`config.mk`:
```
export PLATFORM = sky130hd
export DESIGN_NAME = fp_accumulator
export DESIGN_NICKNAME = d
export VERILOG_FILES = /design/src/rtl/fp_acc_pkg.sv /design/src/rtl/fp_accumulator_add_sub.sv /design/src/rtl/fp_accumulator.sv
export SDC_FILE = /design/constraint.sdc
export NUM_CORES = 1
export LEC_CHECK = 0
export CAP_MARGIN = 25
export CORE_MARGIN = 2
export CORE_UTILIZATION = 55
export DETAILED_ROUTE_END_ITERATION = 8
export PLACE_DENSITY = 0.72
export SLEW_MARGIN = 20
export SYNTH_ARGS = -nofsm -noshare
export SYNTH_HDL_FRONTEND = slang
export SYNTH_SLANG_ARGS = --single-unit
export TNS_END_PERCENT = 5
```
`constraint.sdc`:
```
create_clock -name clk -period 29.1 [get_ports clk]
set_input_delay 8.73 -clock clk [delete_from_list [all_inputs] [get_ports clk]]
set_output_delay 8.73 -clock clk [all_outputs]
set_load 0.005 [all_outputs]
```
`src/rtl/fp_acc_pkg.sv`:
```
// Shared types and constants for the floating-point packet accumulator.
package fp_acc_pkg;
    typedef enum logic [1:0] {
        IDLE  = 2'd0,
        ACCUM = 2'd1,
        HOLD  = 2'd2
    } acc_state_t;

    localparam int FP_W     = 32;
    localparam int SIGN_BIT = 31;
    localparam int EXP_W    = 8;
    localparam int MAN_W    = 23;
endpackage

```
`src/rtl/fp_accumulator_add_sub.sv`:
```
// Combinational IEEE-754 single-precision add/subtract, round-to-nearest-even,
// with gradual underflow; o_underflow marks a nonzero subnormal result.
module fp_accumulator_add_sub
    import fp_acc_pkg::*;
(
    input  logic [FP_W-1:0] i_a,
    input  logic [FP_W-1:0] i_b,
    input  logic            i_sub,
    output logic [FP_W-1:0] o_sum,
    output logic            o_overflow,
    output logic            o_underflow
);
    logic             w_sa, w_sb, w_sx, w_sy;
    logic [EXP_W-1:0] w_ea, w_eb, w_ex, w_ey, w_d, w_shl;
    logic [MAN_W:0]   w_ma, w_mb, w_mx, w_my;
    logic             w_a_nan, w_b_nan, w_a_inf, w_b_inf, w_swap, w_rnd, w_tiny;
    logic [26:0]      w_yal, w_m;
    logic [27:0]      w_s;
    logic [4:0]       w_msb, w_lz;
    logic [8:0]       w_e;
    logic [31:0]      w_pack;

    assign w_sa    = i_a[SIGN_BIT];
    assign w_sb    = i_b[SIGN_BIT] ^ i_sub;
    assign w_a_nan = (i_a[30:23] == 8'hFF) && (i_a[22:0] != '0);
    assign w_b_nan = (i_b[30:23] == 8'hFF) && (i_b[22:0] != '0);
    assign w_a_inf = (i_a[30:23] == 8'hFF) && (i_a[22:0] == '0);
    assign w_b_inf = (i_b[30:23] == 8'hFF) && (i_b[22:0] == '0);

    always_comb begin
        // subnormals use exponent 1 with no hidden bit
        w_ea   = (i_a[30:23] == '0) ? 8'd1 : i_a[30:23];
        w_eb   = (i_b[30:23] == '0) ? 8'd1 : i_b[30:23];
        w_ma   = {(i_a[30:23] != '0), i_a[22:0]};
        w_mb   = {(i_b[30:23] != '0), i_b[22:0]};
        w_swap = i_b[30:0] > i_a[30:0];
        w_sx   = w_swap ? w_sb : w_sa;
        w_sy   = w_swap ? w_sa : w_sb;
        w_ex   = w_swap ? w_eb : w_ea;
        w_ey   = w_swap ? w_ea : w_eb;
        w_mx   = w_swap ? w_mb : w_ma;
        w_my   = w_swap ? w_ma : w_mb;
        w_d    = w_ex - w_ey;

        if (w_d >= 8'd27) begin
            w_yal = {26'd0, |w_my};
        end else begin
            w_yal    = {w_my, 3'b000} >> w_d;
            w_yal[0] = w_yal[0] | (|({w_my, 3'b000} & ~(27'h7FFFFFF << w_d)));
        end

        if (w_sx == w_sy) w_s = {1'b0, w_mx, 3'b000} + {1'b0, w_yal};
        else              w_s = {1'b0, w_mx, 3'b000} - {1'b0, w_yal};

        w_msb = '0;
        for (int i = 0; i < 27; i++) begin
            if (w_s[i]) w_msb = i[4:0];
        end
        w_lz  = 5'd26 - w_msb;
        w_shl = '0;

        if (w_s[27]) begin
            w_m = w_s[27:1] | {26'd0, w_s[0]};
            w_e = {1'b0, w_ex} + 9'd1;
        end else begin
            // left shift stops at the subnormal boundary
            if ({3'b000, w_lz} < w_ex) begin
                w_shl = {3'b000, w_lz};
                w_e   = {1'b0, w_ex} - {4'b0000, w_lz};
            end else begin
                w_shl = w_ex - 8'd1;
                w_e   = '0;
            end
            w_m = w_s[26:0] << w_shl;
        end

        w_rnd  = w_m[2] & (w_m[3] | w_m[1] | w_m[0]);
        // fraction carry rolls straight into the exponent field
        w_pack = {w_e, w_m[25:3]} + {31'd0, w_rnd};
        w_tiny = ~w_m[26] & (w_pack[31:23] == 9'd0);

        o_sum       = {w_sx, w_pack[30:0]};
        o_overflow  = 1'b0;
        o_underflow = 1'b0;
        if (w_a_nan || w_b_nan || (w_a_inf && w_b_inf && (w_sa != w_sb))) begin
            o_sum = 32'h7FC00000;
        end else if (w_a_inf) begin
            o_sum = {w_sa, 8'hFF, 23'd0};
        end else if (w_b_inf) begin
            o_sum = {w_sb, 8'hFF, 23'd0};
        end else if (w_s == '0) begin
            o_sum = {w_sa & w_sb, 31'd0};
        end else if (w_pack[31:23] >= 9'd255) begin
            o_sum      = {w_sx, 8'hFF, 23'd0};
            o_overflow = 1'b1;
        end else begin
            o_underflow = w_tiny;
        end
    end
endmodule

```
`src/rtl/fp_accumulator.sv`:
```
// Packet accumulator: sums a stream of FP32 elements (add or subtract each),
// then holds the result with count and sticky flags until it is taken.
module fp_accumulator
    import fp_acc_pkg::*;
#(
    parameter int CNT_W = 8
) (
    input  logic             clk,
    input  logic             rst,
    input  logic             in_valid,
    output logic             in_ready,
    input  logic [FP_W-1:0]  in_data,
    input  logic             in_sub,
    input  logic             in_last,
    output logic             out_valid,
    input  logic             out_ready,
    output logic [FP_W-1:0]  out_sum,
    output logic [CNT_W-1:0] out_count,
    output logic             out_overflow,
    output logic             out_underflow
);
    localparam logic [CNT_W-1:0] CNT_MAX = '1;

    acc_state_t       r_state, w_state_nxt;
    logic             r_run;
    logic [FP_W-1:0]  r_acc;
    logic [CNT_W-1:0] r_count;
    logic             r_ovf, r_unf;
    logic             w_in_ready, w_accept;
    logic [FP_W-1:0]  w_sum;
    logic             w_ovf, w_unf;

    fp_accumulator_add_sub u_add_sub (
        .i_a         (r_acc),
        .i_b         (in_data),
        .i_sub       (in_sub),
        .o_sum       (w_sum),
        .o_overflow  (w_ovf),
        .o_underflow (w_unf)
    );

    // r_run keeps in_ready low until the first edge after reset releases
    assign w_in_ready = r_run && (r_state != HOLD);
    assign w_accept   = in_valid && w_in_ready;

    always_comb begin
        w_state_nxt = r_state;
        case (r_state)
            IDLE:    if (w_accept) w_state_nxt = in_last ? HOLD : ACCUM;
            ACCUM:   if (w_accept && in_last) w_state_nxt = HOLD;
            HOLD:    if (out_ready) w_state_nxt = IDLE;
            default: w_state_nxt = IDLE;
        endcase
    end

    always_ff @(posedge clk or posedge rst) begin
        if (rst) begin
            r_state <= IDLE;
            r_run   <= 1'b0;
            r_acc   <= '0;
            r_count <= '0;
            r_ovf   <= 1'b0;
            r_unf   <= 1'b0;
        end else begin
            r_run   <= 1'b1;
            r_state <= w_state_nxt;
            if (w_accept) begin
                if (r_state == IDLE) begin
                    r_acc   <= {in_data[SIGN_BIT] ^ in_sub, in_data[SIGN_BIT-1:0]};
                    r_count <= CNT_W'(1);
                    r_ovf   <= 1'b0;
                    r_unf   <= 1'b0;
                end else begin
                    r_acc <= w_sum;
                    r_ovf <= r_ovf | w_ovf;
                    r_unf <= r_unf | w_unf;
                    if (r_count != CNT_MAX) r_count <= r_count + CNT_W'(1);
                end
            end
        end
    end

    assign in_ready      = w_in_ready;
    assign out_valid     = (r_state == HOLD);
    assign out_sum       = r_acc;
    assign out_count     = r_count;
    assign out_overflow  = r_ovf;
    assign out_underflow = r_unf;
endmodule

```
Word-level counts from Yosys, hierarchy flattened
Cells that the tools add are included.
{ "word_totals": {"elab_cells": 142, "reg_bits": 45, "input_bits": 38, "output_inout_bits": 44} }
{ "classes": {"muxes": 66, "n_reduce_logical": 28, "shift": 3, "bitwise_logic": 13, "n_lt_le_gt_ge": 4, "n_eq_ne": 12, "n_addsub": 9} }
{ "ops": {"columns": ["cell", "n"], "rows": [
  ["32-bit 2-to-1 mux", 5],
  ["8-bit 2-to-1 mux", 8],
  ["5-bit 2-to-1 mux", 11],
  ["27-bit 2-to-1 mux", 2],
  ["24-bit 2-to-1 mux", 2],
  ["23-bit logical NOT", 2],
  ["23-bit nonzero test", 2],
  ["32-bit by 1-bit adder with 32-bit output", 1],
  ["4-bit 2-to-1 mux", 8],
  ["31-bit > comparator", 1],
  ["31-bit 2-to-1 mux", 1],
  ["27-bit by 27-bit adder with 28-bit output", 1],
  ["28-bit logical NOT", 1],
  ["28-bit 2-to-1 mux", 1],
  ["27-bit by 27-bit subtractor with 28-bit output", 1],
  ["27-bit AND", 1],
  ["27-bit inverter", 1],
  ["27-bit by 1-bit OR with 27-bit output", 1],
  ["27-bit OR reduction", 1],
  ["27-bit by 8-bit << shifter with 27-bit output", 1],
  ["27-bit by 8-bit << shifter with 27-bit output (first input constant)", 1],
  ["27-bit by 8-bit right shift with 27-bit output", 1],
  ["24-bit OR reduction", 1],
  ["9-bit 2-to-1 mux", 2],
  ["35 further kinds", 78]
]} }

Longest topological paths before layout
{ "depth": {"depth_word": 57, "depth_mapped": 76, "mapped_depth_nobuf": 67} }

Hierarchy
Synthesis repeated with hierarchy kept, for this count alone.
{ "unflattened": {"cells_unflattened": 2423, "area_unflattened_um2": 16433.3} }
{ "modules_own_cells": {"columns": ["mod", "area_each_um2", "instances", "cells_per_inst", "seq_area_each_um2"], "rows": [
  ["fp_accumulator_add_sub", 14258.7, 1, 2216, 0.0],
  ["fp_accumulator", 2174.6, 1, 207, 1126.1]
]} }

Least setup slack after synthesis
Ideal clock, no wire load.
{ "synth_timing": {"path_kind": "input port to flip-flop", "from": "input port in_data[4]", "to": "register r_acc[13], in the netlist out_sum[13]", "stages": 71, "t_required_ns": 28.960, "slack_ns": 6.407, "setup_time_ns": 0.140, "arrival_time_ns": 22.553, "path_buffers": 12, "cell_sequence": "ha_1 > a211oi_1 > nor2_1 > o31ai_1 > a21oi_2 > nor2_1 > buf_6 > buf_8 > buf_6 > clkbuf_1 > clkbuf_1 > mux2i_1 > ha_1 > fa_1 > xnor2_1 > buf_6 > buf_6 > clkbuf_1 > (+35 left out) > nor2_2 > a21o_2 > mux2_2 > buf_6 > a221oi_2 > a21oi_1 > o22ai_1 > ha_1 > nor2b_1 > nand3_1 > nor3_1 > nand2_2 > nor3_1 > xor2_1 > a41oi_2 > nand2_2 > buf_6 > o221ai_2"} }
{ "synth_between": {"elab_chain_cells": 54, "elab_cells_between_ends": 79, "classes_between": "add/sub (8); order compare (4); eq/ne (1); shift (3); mux (45); bitwise (7); reduce/logical (11)"} }
{ "synth_lines": {"columns": ["element", "line", "text"], "rows": [
  ["start: declaration", "fp_accumulator.sv:12", "input logic [FP_W-1:0] in_data,"],
  ["31-bit > comparator", "fp_accumulator_add_sub.sv:36", "w_swap = i_b[30:0] > i_a[30:0];"],
  ["8-bit 2-to-1 mux (on tied branches)", "fp_accumulator_add_sub.sv:39, fp_accumulator_add_sub.sv:40", null],
  ["8-bit subtractor", "fp_accumulator_add_sub.sv:43", "w_d = w_ex - w_ey;"],
  ["27-bit by 8-bit << shifter with 27-bit output", "fp_accumulator_add_sub.sv:49", "w_yal[0] = w_yal[0] | (|({w_my, 3'b000} & ~(27'h7FFFFFF << w_d)));"],
  ["27-bit inverter", "fp_accumulator_add_sub.sv:49", null],
  ["27-bit AND", "fp_accumulator_add_sub.sv:49", null],
  ["27-bit OR reduction", "fp_accumulator_add_sub.sv:49", null],
  ["1-bit OR", "fp_accumulator_add_sub.sv:49", null],
  ["(+38 left out)", null, null],
  ["32-bit by 1-bit adder with 32-bit output", "fp_accumulator_add_sub.sv:79", "w_pack = {w_e, w_m[25:3]} + {31'd0, w_rnd};"],
  ["9-bit by 8-bit >= comparator with 1-bit output", "fp_accumulator_add_sub.sv:93", "end else if (w_pack[31:23] >= 9'd255) begin"],
  ["31-bit 2-to-1 mux", "fp_accumulator_add_sub.sv:93", null],
  ["32-bit 2-to-1 mux", "fp_accumulator_add_sub.sv:91", "end else if (w_s == '0) begin"],
  ["32-bit 2-to-1 mux", "fp_accumulator_add_sub.sv:89", "end else if (w_b_inf) begin"],
  ["32-bit 2-to-1 mux", "fp_accumulator_add_sub.sv:87", "end else if (w_a_inf) begin"],
  ["32-bit 2-to-1 mux (*)", "fp_accumulator_add_sub.sv:85", "if (w_a_nan || w_b_nan || (w_a_inf && w_b_inf && (w_sa != w_sb))) begin"],
  ["32-bit 2-to-1 mux (*)", "fp_accumulator.sv:68", "if (r_state == IDLE) begin"],
  ["end signal: assignment", "fp_accumulator.sv:69", "r_acc <= {in_data[SIGN_BIT] ^ in_sub, in_data[SIGN_BIT-1:0]};"],
  ["end signal: assignment", "fp_accumulator.sv:74", "r_acc <= w_sum;"],
  ["end: declaration", "fp_accumulator.sv:26", "logic [FP_W-1:0] r_acc;"]
]} }
Every way passes the cells marked *; elsewhere a longest branch is shown, timed or not. The select of a mux whose other input is x is not followed.
A chain may end at the register's enable or synchronous reset.

Final worst setup path
{ "layout_timing": {"from": "input port in_data[20]", "to": "register r_acc[2], in the netlist out_sum[2]"} }
Same word-level chain as after synthesis.

==> qor.yml <==
yosys:
  ys_seq_elements: 45
  synth.distinct_cells: 110
  async_reset_ff_share_pct: 100.0
  synth_edf_count: 0
  netlist_area_um2: 14640
  synth.avg_cell_area_um2: 6.944
  synthCells: 2108
  synthesis.nets: 2247
  synth.yosys.warnings: 0
  synth_ff_type: "dfrtp_1"
  yosysSeqAreaShare_pct: 7.693
sta:
  fmaxAchievable_ghz: 0.03622
  max-slew-margin-rel_pct: 29.20
  rsz0062_at_grt: "no"
  fin_crit_ps: 27610
  hold_violations: 0
  fin_worst_skew_ps: 5.844
  fin_crit_sh_pct: 94.88
  fin_tns_setup_ps: 0
  worst_pin_slew_ps: 1054
  finalSetupViolations: 0
  slew_violations: 0
drt:
  wl_um: 66650
  ant_nets: 0
  drt_pass1_iterations: 7
  num_vias: 18420
  vias_per_cell: 7.509
  drc: 0
  drt_iter0_markers: 3054
  avgRoutedWirePerCell_um: 27.17
finish:
  mostFrequentLayoutCell: "nand2_1"
  fillers: 2548
  fin_util_pct: 59.91
  area_growth_pct: 6.958
  final_cell_mix: "nand2_1 (227), nor2_1 (190), a21oi_1 (161)"
  drive_above_1_share_pct: 8.172
  nets: 2255
flow_run:
  drv_cap: 0
clock_network:
  cts_resized: 0
  cts_tree: "yes"
  post-cts-setup-buffers: 0
  htreeDepth: 2
  numCtsBuffers: 5
  clock_latency_ps: 290
  clockBufferDepth: 2
  clock-sinks: 45
  cts_root_buffer: "clkbuf_16"
  cts.clk_slew.worst_paths_ps: 70
  hold_buffers: 0
floorplanning:
  start_util_pct: 56.01
  rows: 59
  chipWidth_um: 167.1
  die-area_um2: 27940
  coreArea_um2: 26130
  die_y_um: 167.1
  ios: 82
setup_path:
  crit_fanout: 21
  rr_endpoint: "out_sum[2]"
  critPathMaxStageDelay_ps: 830
  cp-start-kind: "input port"
  endpoint_kind: "register"
  crit_top_cell: "a21oi_1"
  reg2regPathDepth: 66
  crit_path_top_delay_cell: "o31ai_1"
  worstPathRequired_ps: 29240
  crit_arrival_ps: 27750
  critical_path_class: "input port to register"
  r2r_start: "out_sum[4]"
  rrSetupSlack_ps: 9790
placement:
  gp_congestion: 1.150
  hpwl_um: 51990
  io_buffer_count: 81
global_route:
  first_global_vias: 16910
  grt_max_degree: 66
  grt_usage_pct: 45.62
  antenna_found_initial: 0
  grt_overflow: 0
  grt_pass1_wl_um: 100400
worst_hold_path:
  worstHoldPathCells: 1
  hold-path-endpoint: "r_state[0]"
  hold_path.startpoint: "r_state[1]"
  holdCritPathClass: "register to register"
outcome:
  status: "complete, no violations"
-- worst max-delay path, delay by kind of cell --
family	cells	cell delay, ps
compound gates	32	9470
xor+xnor	3	1210
fa+ha+maj	7	2340
buf+inv	8	2190
mux	2	450
simple gates	14	3300
-- cell usage after synthesis, types with 12 or more instances --
| library cell | number | area [um^2] |
|---|---|---|
| ha_1 | 98 | 1226 |
| a221oi_1 | 12 | 105.1 |
| nor3_1 | 81 | 405.4 |
| or3_1 | 25 | 156.4 |
| xnor2_1 | 41 | 359.1 |
| o22ai_1 | 48 | 300.3 |
| mux4_2 | 22 | 495.5 |
| and2_1 | 21 | 131.4 |
| xor2_1 | 36 | 315.3 |
| o31ai_1 | 13 | 97.59 |
| and3_1 | 21 | 131.4 |
| inv_1 | 121 | 454.2 |
| buf_4 | 12 | 90.09 |
| o21a_1 | 13 | 97.59 |
| nand2b_1 | 26 | 162.7 |
| nor2_1 | 191 | 716.9 |
| o21ai_0 | 151 | 755.7 |
| nand3_1 | 107 | 535.5 |
| nor4_1 | 26 | 162.7 |
| a21o_1 | 37 | 277.8 |
| a31oi_1 | 19 | 118.9 |
| mux2i_1 | 69 | 690.7 |
| nand4_1 | 36 | 225.2 |
| buf_6 | 21 | 236.5 |
| buf_2 | 17 | 85.08 |
| o221ai_2 | 19 | 285.3 |
| a21oi_1 | 162 | 810.8 |
| o211ai_1 | 22 | 165.2 |
| dfrtp_1 | 45 | 1126 |
| a22oi_1 | 19 | 142.6 |
| o221ai_1 | 16 | 140.1 |
| o21bai_1 | 19 | 142.6 |
| a211oi_1 | 31 | 232.7 |
| nand2_1 | 228 | 855.8 |
| mux2_2 | 15 | 168.9 |
| clkbuf_1 | 51 | 191.4 |
-- routing by layer --
layer  track usage [%]  vias up  routed length, um
met4             24.65        0               4695
met3             12.48      349               9720
met2             69.06     1611              27680
met1             59.06     8497              24550
met5            0.6957        -                  0
li1                  -     7963                  -
-- worst max-delay path by stage --
stage / to / startpoint
finish: out_sum[2] / in_data[20]
global route: out_sum[2] / in_data[25]
CTS: out_sum[2] / in_data[25]
detailed placement: out_sum[2] / in_data[25]
global placement: out_sum[2] / in_data[25]
floorplan: out_sum[13] / in_data[4]
-- layout make-up --
cell class	count	area [um^2]	area share (%)
multi-input cells	1823	12390	79.12
flip-flops and latches	45	1126	7.193
repair buffers	116	1084	6.921
inverters	125	469.2	2.997
well taps	335	419.2	2.677
clock buffers	5	125.1	0.7992
clock inverters	3	43.79	0.2797
diodes	1	2.502	0.01598
-- state kept, by name (all words and copies together), names as in the netlist --
signal         flops
out_overflow       1
out_sum           32
out_underflow      1
r_run              1
r_state            2
out_count          8
-- logic make-up after synthesis --
| logic type | Yosys count | synth area share [%] |
|---|---|---|
| simple gates | 821 | 27.30 |
| flops | 45 | 7.693 |
| xor+xnor | 78 | 4.718 |
| fa+ha+maj | 101 | 8.787 |
| other cells | 1 | 0.02562 |
| compound gates | 711 | 33.75 |
| mux | 111 | 9.813 |
| buf+inv | 240 | 7.915 |
-- metrics by stage --
step                instances  instance area, um^2  setup WS (ps)  hold slack, ps
CTS                      2449                15620           1989           504.6
detailed placement       2441                15450           1784           495.2
global placement         2439                15440           1999           468.3
finish                   2453                15660           1490           504.3
global route             2452                15650          472.0           532.2
floorplan                2108                14640           6407           452.7
Power is not shown: default switching activity piles up to over one toggle a cycle in this logic, so the estimate is an artifact.
